**config.mk**
```make
export PLATFORM = sky130hd
export DESIGN_NAME = adc_handshake
export DESIGN_NICKNAME = d
export VERILOG_FILES = /design/src/rtl/adc_pkg.sv /design/src/rtl/adc_sclk_gen.sv /design/src/rtl/adc_handshake.sv
export SDC_FILE = /design/constraint.sdc
export NUM_CORES = 1
export LEC_CHECK = 0
export ABC_AREA = 0
export CORE_ASPECT_RATIO = 1.75
export CORE_MARGIN = 8
export CORE_UTILIZATION = 50
export CTS_CLUSTER_SIZE = 25
export DETAILED_ROUTE_END_ITERATION = 7
export PLACE_DENSITY = 0.79
export SLEW_MARGIN = 20
export SYNTH_ARGS = -nofsm -noshare
export SYNTH_HDL_FRONTEND = slang
export SYNTH_HIERARCHICAL = 1
export SYNTH_SLANG_ARGS = --single-unit
```
**constraint.sdc**
```tcl
create_clock -name clk -period 2.26 [get_ports clk]
set_input_delay 0.339 -clock clk [delete_from_list [all_inputs] [get_ports clk]]
set_output_delay 0.339 -clock clk [all_outputs]
set_load 0.02 [all_outputs]
```
**src/rtl/adc_pkg.sv**
```systemverilog
// adc_pkg: shared types and frame constants for the dual-channel ADC
// serial capture front-end (adc_handshake and its serial-clock generator).
//
// Contents:
//   state_t    - capture FSM state (IDLE / CONVERT / QUIET), 2 bits
//   FRAME_BITS - serial bits per frame (4 leading zeros + 12 data bits)
//   DATA_BITS  - sample width delivered on data_out1/data_out2
//   LEAD_BITS  - leading bits that must read zero in a good frame
package adc_pkg;

    typedef enum logic [1:0] {
        IDLE    = 2'd0,
        CONVERT = 2'd1,
        QUIET   = 2'd2
    } state_t;

    localparam int FRAME_BITS = 16;
    localparam int DATA_BITS  = 12;
    localparam int LEAD_BITS  = 4;

endpackage

```
**src/rtl/adc_sclk_gen.sv**
```systemverilog
// adc_sclk_gen: serial clock generator for the ADC capture front-end.
// Owns the SCLK_DIV divider and the adc_clk flop.  adc_clk idles high,
// drops low on start, and toggles every SCLK_DIV clk cycles while active.
//
// Ports:
//   clk       in  system clock
//   rst       in  synchronous active-low reset
//   start     in  frame accepted this cycle: adc_clk goes low next cycle
//   active    in  FSM is in CONVERT
//   stop      in  last high phase ends this cycle: park adc_clk high
//   adc_clk   out registered serial clock to the ADC
//   rise      out adc_clk goes 0->1 at the coming clk edge (shift strobe)
//   phase_end out current adc_clk half-period ends at the coming clk edge
module adc_sclk_gen #(
    parameter int SCLK_DIV = 1
) (
    input  logic clk,
    input  logic rst,
    input  logic start,
    input  logic active,
    input  logic stop,
    output logic adc_clk,
    output logic rise,
    output logic phase_end
);

    localparam int CW = (SCLK_DIV > 1) ? $clog2(SCLK_DIV) : 1;

    logic [CW-1:0] div_cnt;

    assign phase_end = active && (div_cnt == CW'(SCLK_DIV - 1));
    // Strobe lines up with the clk edge that makes adc_clk high, so the
    // shift registers sample at the same instant the ADC sees its edge.
    assign rise      = phase_end && !adc_clk;

    always_ff @(posedge clk) begin
        if (!rst) begin
            adc_clk <= 1'b1;
            div_cnt <= '0;
        end else if (start) begin
            adc_clk <= 1'b0;
            div_cnt <= '0;
        end else if (stop || !active) begin
            adc_clk <= 1'b1;
            div_cnt <= '0;
        end else if (phase_end) begin
            adc_clk <= ~adc_clk;
            div_cnt <= '0;
        end else begin
            div_cnt <= div_cnt + 1'b1;
        end
    end

endmodule

```
**src/rtl/adc_handshake.sv**
```systemverilog
// adc_handshake: serial capture front-end for the dual-channel 12-bit ADC.
// On go it runs one 16-bit frame (chip select low, adc_clk bursts), shifts
// in both serial data lines MSB first, then presents the 12-bit samples
// with a one-cycle valid pulse and holds chip select high for a quiet gap.
//
// Optional feature macro: ADC_LEADING_ZERO_CHECK_EN.  When defined,
// frame_err is refreshed on each valid cycle (1 if either channel's four
// leading bits are nonzero) and holds between frames.  When undefined,
// frame_err is tied to 0.
//
// Handshake: go is acted on only in a cycle where ready=1; go while
// ready=0 is dropped, never queued.  valid is a single-cycle pulse with no
// back-pressure; data_out1/data_out2 change only in a valid cycle.
//
// Ports:
//   clk        in  system clock
//   rst        in  synchronous active-low reset
//   go         in  start a frame (sampled while ready=1)
//   data_in1   in  serial data, ADC channel 1
//   data_in2   in  serial data, ADC channel 2
//   adc_clk    out serial clock to ADC, idles high (flop output)
//   chip_sel   out ADC chip select, active low
//   data_out1  out last captured channel-1 sample
//   data_out2  out last captured channel-2 sample
//   valid      out one-cycle pulse when data_out1/data_out2 update
//   ready      out idle, will accept go
//   frame_err  out leading-bit error flag
//   fsm_state  out current FSM state (debug observation)
import adc_pkg::*;

module adc_handshake #(
    parameter int SCLK_DIV     = 1,
    parameter int QUIET_CYCLES = 2
) (
    input  logic                 clk,
    input  logic                 rst,
    input  logic                 go,
    input  logic                 data_in1,
    input  logic                 data_in2,
    output logic                 adc_clk,
    output logic                 chip_sel,
    output logic [DATA_BITS-1:0] data_out1,
    output logic [DATA_BITS-1:0] data_out2,
    output logic                 valid,
    output logic                 ready,
    output logic                 frame_err,
    output state_t               fsm_state
);

    localparam int QW = (QUIET_CYCLES > 1) ? $clog2(QUIET_CYCLES) : 1;

    state_t                state;
    logic [4:0]            bit_cnt;
    logic [QW-1:0]         quiet_cnt;
    logic [FRAME_BITS-1:0] shift1;
    logic [FRAME_BITS-1:0] shift2;

    logic start;
    logic active;
    logic rise;
    logic phase_end;
    logic frame_done;

    assign fsm_state = state;
    assign start     = (state == IDLE) && go;
    assign active    = (state == CONVERT);
    // The frame ends when the 16th high phase of adc_clk runs out.
    assign frame_done = phase_end && adc_clk && (bit_cnt == 5'(FRAME_BITS));

    adc_sclk_gen #(
        .SCLK_DIV(SCLK_DIV)
    ) u_sclk (
        .clk      (clk),
        .rst      (rst),
        .start    (start),
        .active   (active),
        .stop     (frame_done),
        .adc_clk  (adc_clk),
        .rise     (rise),
        .phase_end(phase_end)
    );

    always_ff @(posedge clk) begin
        if (!rst) begin
            state     <= IDLE;
            chip_sel  <= 1'b1;
            valid     <= 1'b0;
            ready     <= 1'b1;
            data_out1 <= '0;
            data_out2 <= '0;
            bit_cnt   <= '0;
            quiet_cnt <= '0;
            shift1    <= '0;
            shift2    <= '0;
`ifdef ADC_LEADING_ZERO_CHECK_EN
            frame_err <= 1'b0;
`endif
        end else begin
            valid <= 1'b0;
            case (state)
                IDLE: begin
                    if (go) begin
                        state    <= CONVERT;
                        chip_sel <= 1'b0;
                        ready    <= 1'b0;
                        bit_cnt  <= '0;
                        shift1   <= '0;
                        shift2   <= '0;
                    end
                end
                CONVERT: begin
                    if (rise) begin
                        shift1  <= {shift1[FRAME_BITS-2:0], data_in1};
                        shift2  <= {shift2[FRAME_BITS-2:0], data_in2};
                        bit_cnt <= bit_cnt + 5'd1;
                    end
                    if (frame_done) begin
                        state     <= QUIET;
                        chip_sel  <= 1'b1;
                        valid     <= 1'b1;
                        quiet_cnt <= '0;
                        data_out1 <= shift1[DATA_BITS-1:0];
                        data_out2 <= shift2[DATA_BITS-1:0];
`ifdef ADC_LEADING_ZERO_CHECK_EN
                        frame_err <= (|shift1[FRAME_BITS-1:DATA_BITS]) |
                                     (|shift2[FRAME_BITS-1:DATA_BITS]);
`endif
                    end
                end
                QUIET: begin
                    // The valid cycle is the first of the QUIET_CYCLES gap.
                    if (quiet_cnt == QW'(QUIET_CYCLES - 1)) begin
                        state <= IDLE;
                        ready <= 1'b1;
                    end else begin
                        quiet_cnt <= quiet_cnt + 1'b1;
                    end
                end
                default: begin
                    state    <= IDLE;
                    chip_sel <= 1'b1;
                    ready    <= 1'b1;
                end
            endcase
        end
    end

`ifndef ADC_LEADING_ZERO_CHECK_EN
    // Leading bits are shifted in but not inspected in this build.
    logic unused_lead;
    assign unused_lead = ^{shift1[FRAME_BITS-1:DATA_BITS], shift2[FRAME_BITS-1:DATA_BITS]};
    assign frame_err   = 1'b0;
`endif

endmodule
```
# Word-level counts from Yosys, hierarchy flattened

Cells that the tools add are included.

Bits in registers: 61
Input port bits: 5
Output and inout port bits: 31
Logic and storage cells: 71

Add/subtract/negate cells: 3
Equal/unequal tests: 7
Muxes and demuxes: 24
Bitwise gates (word level): 5
Reductions and logical operators: 20

Operator list:

| operator                                             | number |
|---|---|
| one-hot mux 12 bit (2 select lines)                  | 2 |
| 2-to-1 mux 12 bit                                    | 3 |
| AND reduction 3 bit                                  | 4 |
| 2-to-1 mux 5 bit                                     | 2 |
| one-hot mux 5 bit (2 select lines)                   | 1 |
| 2-to-1 mux 1 bit                                     | 9 |
| inequality test 2 bit (second input constant)        | 4 |
| 2-to-1 mux 2 bit                                     | 3 |
| one-hot mux 1 bit (3 select lines)                   | 2 |
| one-hot mux 2 bit (3 select lines)                   | 1 |
| AND reduction 2 bit                                  | 3 |
| adder 5 x 1 -> 5 bit (second input constant)         | 1 |
| equality test 5 bit (second input constant)          | 1 |
| logical AND 1 bit                                    | 5 |
| inverter 1 bit                                       | 5 |
| nonzero test 2 bit                                   | 2 |
| OR reduction 4 bit                                   | 1 |
| nonzero test 3 bit                                   | 1 |
| adder 1 bit (second input constant)                  | 2 |
| equality test 2 x 1 -> 1 bit (second input constant) | 1 |
| equality test 2 bit (second input constant)          | 1 |
| zero test 1 bit                                      | 2 |
| zero test 2 bit                                      | 1 |
| one-hot mux 1 bit (2 select lines)                   | 1 |
| logical OR 1 bit                                     | 1 |

# Depth between registers and ports, before layout

Gate-level depths: netlist of the first run.

Depth after elaboration: 7
Gate-level depth with buffers: 10
Mapped depth without buffers: 7

# By module

Netlist of the first run, hierarchy kept.

By module, submodules not included:

| module        | instances | cells an instance | area an instance (µm²) | seq. area each (µm²) |
|---|---|---|---|---|
| adc_handshake | 1         | 253               | 2338.5                 | 1181.1 |
| adc_sclk_gen  | 1         | 8                 | 83.8                   | 40.0 |

# Worst setup path after synthesis of the first run

OpenSTA, ideal clock, no wires.

Kind: register -> register
Start: register state[1], in the netlist fsm_state[1]
End: register shift2[2]
Library setup time: 0.130 ns
Arrival: 2.120 ns
Data required time: 2.130 ns
Path slack: 0.009 ns
Cell stages (with the launch flop): 11
Buffers on the path: 3
Clock period less this slack: 2.251 ns
Path through: dfxtp_1 > buf_2 > nand2b_4 > clkbuf_1 > inv_1 > nor2b_2 > nor2b_1 > mux2i_2 > clkbuf_1 > or4_1 > o21ai_0

Longest elaborated chain between the ends: 5
Elaborated cells on any way between the ends: 9
Those cells by class: eq/ne: 3; mux: 1; reduce/logical: 5

Ends and longest elaborated chain:

| item                                   | line                 | RTL |
|---|---|---|
| start: declaration                     | adc_handshake.sv:52  | `state_t state;` |
| start signal: assignment               | adc_handshake.sv:85  | `state <= IDLE;` |
| start signal: assignment               | adc_handshake.sv:103 | `state <= CONVERT;` |
| start signal: assignment               | adc_handshake.sv:118 | `state <= QUIET;` |
| equality test 2 x 1 -> 1 bit           | adc_handshake.sv:66  | `assign active = (state == CONVERT);` |
| net active                             | adc_handshake.sv:59  | `logic active;` |
| logical AND 1 bit                      | adc_sclk_gen.sv:31   | `assign phase_end = active && (div_cnt == CW'(SCLK_DIV - 1));` |
| net phase_end                          | adc_handshake.sv:61  | `logic phase_end;` |
| logical AND 1 bit                      | adc_sclk_gen.sv:34   | `assign rise = phase_end && !adc_clk;` |
| net rise                               | adc_handshake.sv:60  | `logic rise;` |
| inequality test 2 bit (no source line) | --                   |  |
| AND reduction 3 bit (no source line)   | --                   |  |
| end signal: assignment                 | adc_handshake.sv:114 | `shift2 <= {shift2[FRAME_BITS-2:0], data_in2};` |
| end: declaration                       | adc_handshake.sv:56  | `logic [FRAME_BITS-1:0] shift2;` |

The timed path passes the listed nets, and every way through them passes these cells.
A chain may end at the register's enable or synchronous reset.

# Worst setup path in the final report of the first run

Start: register state[0], in the netlist fsm_state[0]
End: register bit_cnt[4]

Longest elaborated chain between the ends: 5
Elaborated cells on any way between the ends: 9
Those cells by class: eq/ne: 3; mux: 1; reduce/logical: 5

Ends and longest elaborated chain:

| item                                   | line                 | RTL |
|---|---|---|
| equality test 2 x 1 -> 1 bit           | adc_handshake.sv:66  |  |
| net active                             | adc_handshake.sv:59  |  |
| logical AND 1 bit                      | adc_sclk_gen.sv:31   |  |
| net phase_end                          | adc_handshake.sv:61  |  |
| logical AND 1 bit                      | adc_sclk_gen.sv:34   |  |
| net rise                               | adc_handshake.sv:60  |  |
| inequality test 2 bit (no source line) | --                   |  |
| AND reduction 3 bit (no source line)   | --                   |  |
| end signal: assignment                 | adc_handshake.sv:115 | `bit_cnt <= bit_cnt + 5'd1;` |
| end: declaration                       | adc_handshake.sv:53  | `logic [4:0] bit_cnt;` |

The timed path passes the listed nets, and every way through them passes these cells.

==> results.tsv, run 1 <==
stage	metric	value	unit
power_and_ir_drop	intPower	0.00169	W
clock_network	postCtsSetupBuffers	0	
yosys	syn_nets	268	
die	io_pins	36	
setup_path	critPathKind	flip-flop to flip-flop	
power_and_ir_drop	seqPwrFrac	50.4	%
setup_path	crit_fanout	31	
timing	rsz0062_at_grt	false	
drt	vias_per_cell	5.49	
clock_network	cts_resized	0	
die	row_count	33	
die	die-area	7420	um2
timing	tns	0	ns
drt	vias	1912	
power_and_ir_drop	combinationalPowerShare	7.0	%
final_layout	instances_no_fill	348	
global_routing	antenna_found_initial	0	
clock_network	clkSinkCount	61	
placement	placedCellCount	332	
drt	wl_per_cell	13.8	um
global_routing	grt_pass1_wl	8.26	mm
yosys	syn_area_per_cell	9.28	um2
drt	drc	0	
yosys	synth.distinct_cells	35	
die	die_h	108	um
die	core_area	4670	um2
yosys	yosys_most_used_dff	dfxtp_1	
final_layout	design_area	2970	um2
power_and_ir_drop	vdd_ir_drop_max	0.000647	V
timing	hold_viol_final	0	
timing	finalSetupViolCount	0	
setup_path	crit_path_end_kind	flip-flop	
worst_hold_path	hold_path_depth	2	
worst_hold_path	min_path_type	flip-flop to flip-flop	
global_routing	grt_pass1_vias	1902	
drt	drt_iter0_markers	107	
placement	dpl.hpwl	3.08	mm
power_and_ir_drop	p_switching	0.000497	W
die	start_util	51.9	%
placement	placed_area	2780	um2
power_and_ir_drop	leakagePower	1.00	nW
timing	max_freq	502	MHz
clock_network	clk_transition_reported_paths	0.06	ns
clock_network	ctsHoldBuffers	0	
timing	timing.final.max_slew_violations	0	
clock_network	insertion_delay	0.33	ns
yosys	netlist.area_leader.share	50.4	%
final_layout	final_net_count	298	
clock_network	cts_buffers	9	
setup_path	cp_slowest_cell	or4_1	
global_routing	grt_overflow_total	0	
power_and_ir_drop	power.total	0.00218	W
flow_run	maxCapViolations	0	
yosys	synth_area	2420	um2
drt	first_pass_iters	4	
yosys	synth-edff-count	0	
yosys	ys_warn_count	6	
timing	setup_ws	0.267	ns
clock_network	clockRootBuffer	clkbuf_8	
placement	port_buffers	34	
yosys	synthCells	261	
drt	drtAntennaViolNets	0	
power_and_ir_drop	power_density	735	nW/um2
yosys	synth.most_common_cell	dfxtp_1	
global_routing	grt_usage	14.3	%
timing	period_needed	1.99	ns
setup_path	cp.arrival	2.25	ns
placement	pre_cts_ws	0.347	ns
power_and_ir_drop	clock_power_share	42.6	%
global_routing	grt_max_degree	66	
final_layout	n_antenna_cell	0	
yosys	ys_async_sr_fraction	0	%
setup_path	r2r_cells	8	
clock_network	cts_tree	done	
power_and_ir_drop	power.share.switching	22.8	%
final_layout	n_fill_cell	409	
yosys	ys_top_cells_by_area	dfxtp_1 (50%), mux2i_1 (11%), nand2_1 (8.4%)	
final_layout	layout-drive-gt1-share	8.45	%
yosys	synth_common_cells	dfxtp_1 (61), nand2_1 (54), mux2i_1 (27)	
yosys	ys_ff_latch	61	
yosys	yosys.area.top_type	dfxtp_1	
setup_path	max_stage_delay	0.50	ns
clock_network	ctsHtreeMaxLevel	3	
status	status	finished, final reports clean	
timing	skew	0.00345	ns
setup_path	required	2.52	ns
placement	gp_congestion	0.732	
die	die_w	68.6	um
setup_path	cp_cell_sequence	nand2b_4 -> inv_1 -> nor2b_2 -> nor2b_1 -> mux2i_2 -> buf_4 -> or4_1 -> a21oi_1	
timing	fin_crit_sh	88.2	%
clock_network	clockBufferDepth	2	
setup_path	startpoint_type	flip-flop	
drt	drt_wl_total	4.81	mm
yosys	seq_area_frac_synth	50.4	%
final_layout	syn_to_final_growth	22.6	%
cell families after synthesis:
family | share of synthesized area (%)
other | 0.310
AOI/OAI and AO/OA | 8.83
DFF | 50.4
xor gates and xnor gates | 0.362
adders and majority gates | 1.03
muxes | 11.7
and+or+nand+nor | 22.1
buffers and inverters | 5.27
registers in the layout (all words and copies together) (netlist names):
name and flops:
chip_sel 1, fsm_state 2, shift2 12, bit_cnt 5
ready 1, data_out2 12, valid 1, data_out1 12
u_sclk/div_cnt 1, quiet_cnt 1, shift1 12, u_sclk/adc_clk 1
worst paths after layout:
check / startpoint / endpoint / slack [ns]
setup reg to reg: fsm_state[0] / bit_cnt[4] / 0.27
hold / removal: data_out2[2] / data_out2[2] / 0.46
setup / recovery: fsm_state[0] / bit_cnt[4] / 0.27
hold reg to reg: data_out2[2] / data_out2[2] / 0.46
power groups by stage:
stage	logic (W)	clock network (W)	registers, W
detailed placement	0.000154	0	0.00112
global route	0.000168	0.00101	0.00110
CTS	0.000155	0.000952	0.00110
floorplan	0.0000953	0	0.00113
finish	0.000153	0.000932	0.00110
global placement	0.000151	0	0.00112
metal layers:
layer / vias to the layer above / global-route usage [%] / routed length [um]
met2: 47 / 23.6 / 2370
li1: 967 / - / -
met4: 0 / 8.39 / 129
met1: 887 / 14.6 / 2030
met3: 11 / 5.28 / 269
met5: - / 0 / 0
final cells by class:
cell class                      instances  area, um2  area share (%)
Sequential cell                        61       1220            41.1
Multi-Input combinational cell        174       1080            36.3
Timing Repair Buffer                   42        408            13.7
Clock buffer                           15        156            5.27
Tap cell                               52       65.1            2.19
Clock inverter                          1       30.0            1.01
Inverter                                3       11.3           0.379
cells in the final DEF, fill, tap and decap left out, types with 3 or more instances in the layout:
cell and instances:
clkbuf_8 10, inv_1 3, buf_4 7, or4_1 24
nor2_1 4, nand2_1 54, a21oi_1 4, mux2i_1 27
nand3_1 5, clkbuf_1 5, dfxtp_1 61, o21ai_0 17
clkdlybuf4s50_1 33, o21ai_1 11
worst max-delay path: cells and delay by family (launching register included):
family	cells	cell delay, ns
simple gates	4	0.91
flops	1	0.39
buf+inv	2	0.35
mux	1	0.08
compound gates	1	0.19
metrics by stage:
stage / hold WS (ns) / utilization (%)
after floorplan: 0.435 / -
after global placement: 0.442 / 59.7
after detailed placement: 0.447 / 59.7
after CTS: 0.462 / 63.7
after global routing: 0.478 / 63.7
final: 0.457 / 63.7
Power figures use the tool's default switching activity.
==> run 2, diff against run 1 <==
PLACE_DENSITY = not set   (was 0.79)
PLACE_DENSITY_LB_ADDON = 0.15   (was not set)
==> results.tsv, run 2 (synthesis results as in run 1) <==
stage	metric	value	unit
placement	port_buffers	34	
placement	dpl.hpwl	3.28	mm
power_and_ir_drop	leakagePower	1.02	nW
clock_network	clockBufferDepth	2	
final_layout	n_fill_cell	414	
drt	drt_iter0_markers	58	
flow_run	maxCapViolations	0	
setup_path	crit_path_end_kind	primary output	
final_layout	final_common_cell	dfxtp_1	
final_layout	syn_to_final_growth	23.5	%
global_routing	grt_usage	14.3	%
global_routing	grt_pass1_vias	1838	
timing	slew_headroom	49.9	%
die	io_pins	36	
drt	vias_per_cell	5.40	
final_layout	n_antenna_cell	0	
worst_hold_path	min_path_type	primary input to flip-flop	
timing	worst_pin_slew	0.736	ns
clock_network	clkSinkCount	61	
clock_network	ctsHoldBuffers	0	
timing	hold_viol_final	0	
clock_network	insertion_delay	0.33	ns
final_layout	post-route-util	64.1	%
die	die_w	68.6	um
setup_path	startpoint_type	flip-flop	
drt	drc	0	
placement	pre_cts_ws	0.297	ns
die	die-area	7420	um2
clock_network	ctsHtreeMaxLevel	3	
clock_network	postCtsSetupBuffers	0	
die	core_area	4670	um2
final_layout	final_cell_mix	dfxtp_1 (61), nand2_1 (54), clkdlybuf4s50_1 (33)	
placement	gp_congestion	0.838	
global_routing	grt_overflow_total	0	
timing	rsz0062_at_grt	false	
die	row_count	33	
final_layout	layout-drive-gt1-share	10.7	%
timing	period_needed	1.97	ns
die	start_util	51.9	%
drt	drtAntennaViolNets	0	
timing	hold_slack	0.370	ns
drt	first_pass_iters	4	
setup_path	crit_fanout	37	
timing	timing.final.max_slew_violations	0	
power_and_ir_drop	vdd_ir_drop_max	0.000697	V
timing	finalSetupViolCount	0	
drt	drt_wl_total	4.88	mm
setup_path	critPathKind	flip-flop to primary output	
clock_network	clockRootBuffer	clkbuf_8	
global_routing	antenna_found_initial	0	
setup_path	required	1.92	ns
timing	tns	0	ns
clock_network	cts_buffers	9	
clock_network	cts_resized	0	
drt	wl_per_cell	13.9	um
drt	vias	1895	
clock_network	cts_tree	done	
timing	setup_ws	0.287	ns
global_routing	grt_pass1_wl	8.19	mm
final_layout	final_net_count	302	
timing	max_freq	507	MHz
timing	fin_crit_sh	87.3	%
global_routing	grt_max_degree	38	
power_and_ir_drop	power_density	724	nW/um2
power_and_ir_drop	power.total	0.00217	W
die	die_h	108	um
setup_path	cp.arrival	1.63	ns
clock_network	clk_transition_reported_paths	0.07	ns
timing	skew	0.00541	ns
status	status	finished, final reports clean	
## run 2: cell types whose count changed in the layout (fill, tap and decap cells not counted), sizes merged
cell	change
clkinv	+3
buf	+4
clkbuf	-5
clkinvlp	+1
## run 2: report_power, final
part | switching (W) | total, W | internal, W
clock network | 0.000409 | 0.000906 | 0.000497
registers | 0.0000114 | 0.00110 | 0.00109
logic | 0.0000994 | 0.000160 | 0.0000605
## run 2: worst paths after layout
path / startpoint / to / slack (ns) / cells past startpoint
worst max-delay path: fsm_state[1] / fsm_state[1] / 0.29 / 2
worst min-delay path: rst / bit_cnt[1] / 0.37 / 3
worst max register to register: fsm_state[1] / shift2[4] / 0.37 / 8
worst min register to register: data_out1[7] / data_out1[7] / 0.45 / 2
## run 2: final cells by class
| cell class | instances | area, um2 | area share (%) |
|---|---|---|---|
| clock inverter | 5 | 52.6 | 1.76 |
| multi-input combinational | 174 | 1090 | 36.4 |
| clock buffer | 10 | 128 | 4.27 |
| timing repair buffer | 46 | 425 | 14.2 |
| sequential | 61 | 1220 | 40.8 |
| tap | 52 | 65.1 | 2.18 |
| inverter | 3 | 11.3 | 0.377 |
## run 2: routing by layer
layer  up-vias  global-route usage [%]  routed length (um)
met1       877                    16.6                2180
met5         -                       0                   0
li1        974                       -                   -
met4         0                    7.07                  93
met3         6                    4.97                 233
met2        38                    22.3                2370
## run 2: per-stage QoR
| stage | instances | instance area [um2] |
|---|---|---|
| floorplan | 261 | 2420 |
| global placement | 336 | 2800 |
| CTS | 351 | 2990 |
| detailed placement | 336 | 2810 |
| global route | 351 | 2990 |
| finish | 351 | 2990 |
## run 2: critical path, stage by stage (launching register included)
cell and delay, ns:
dfxtp_1 0.33, buf_4 0.30, clkdlybuf4s50_1 0.67
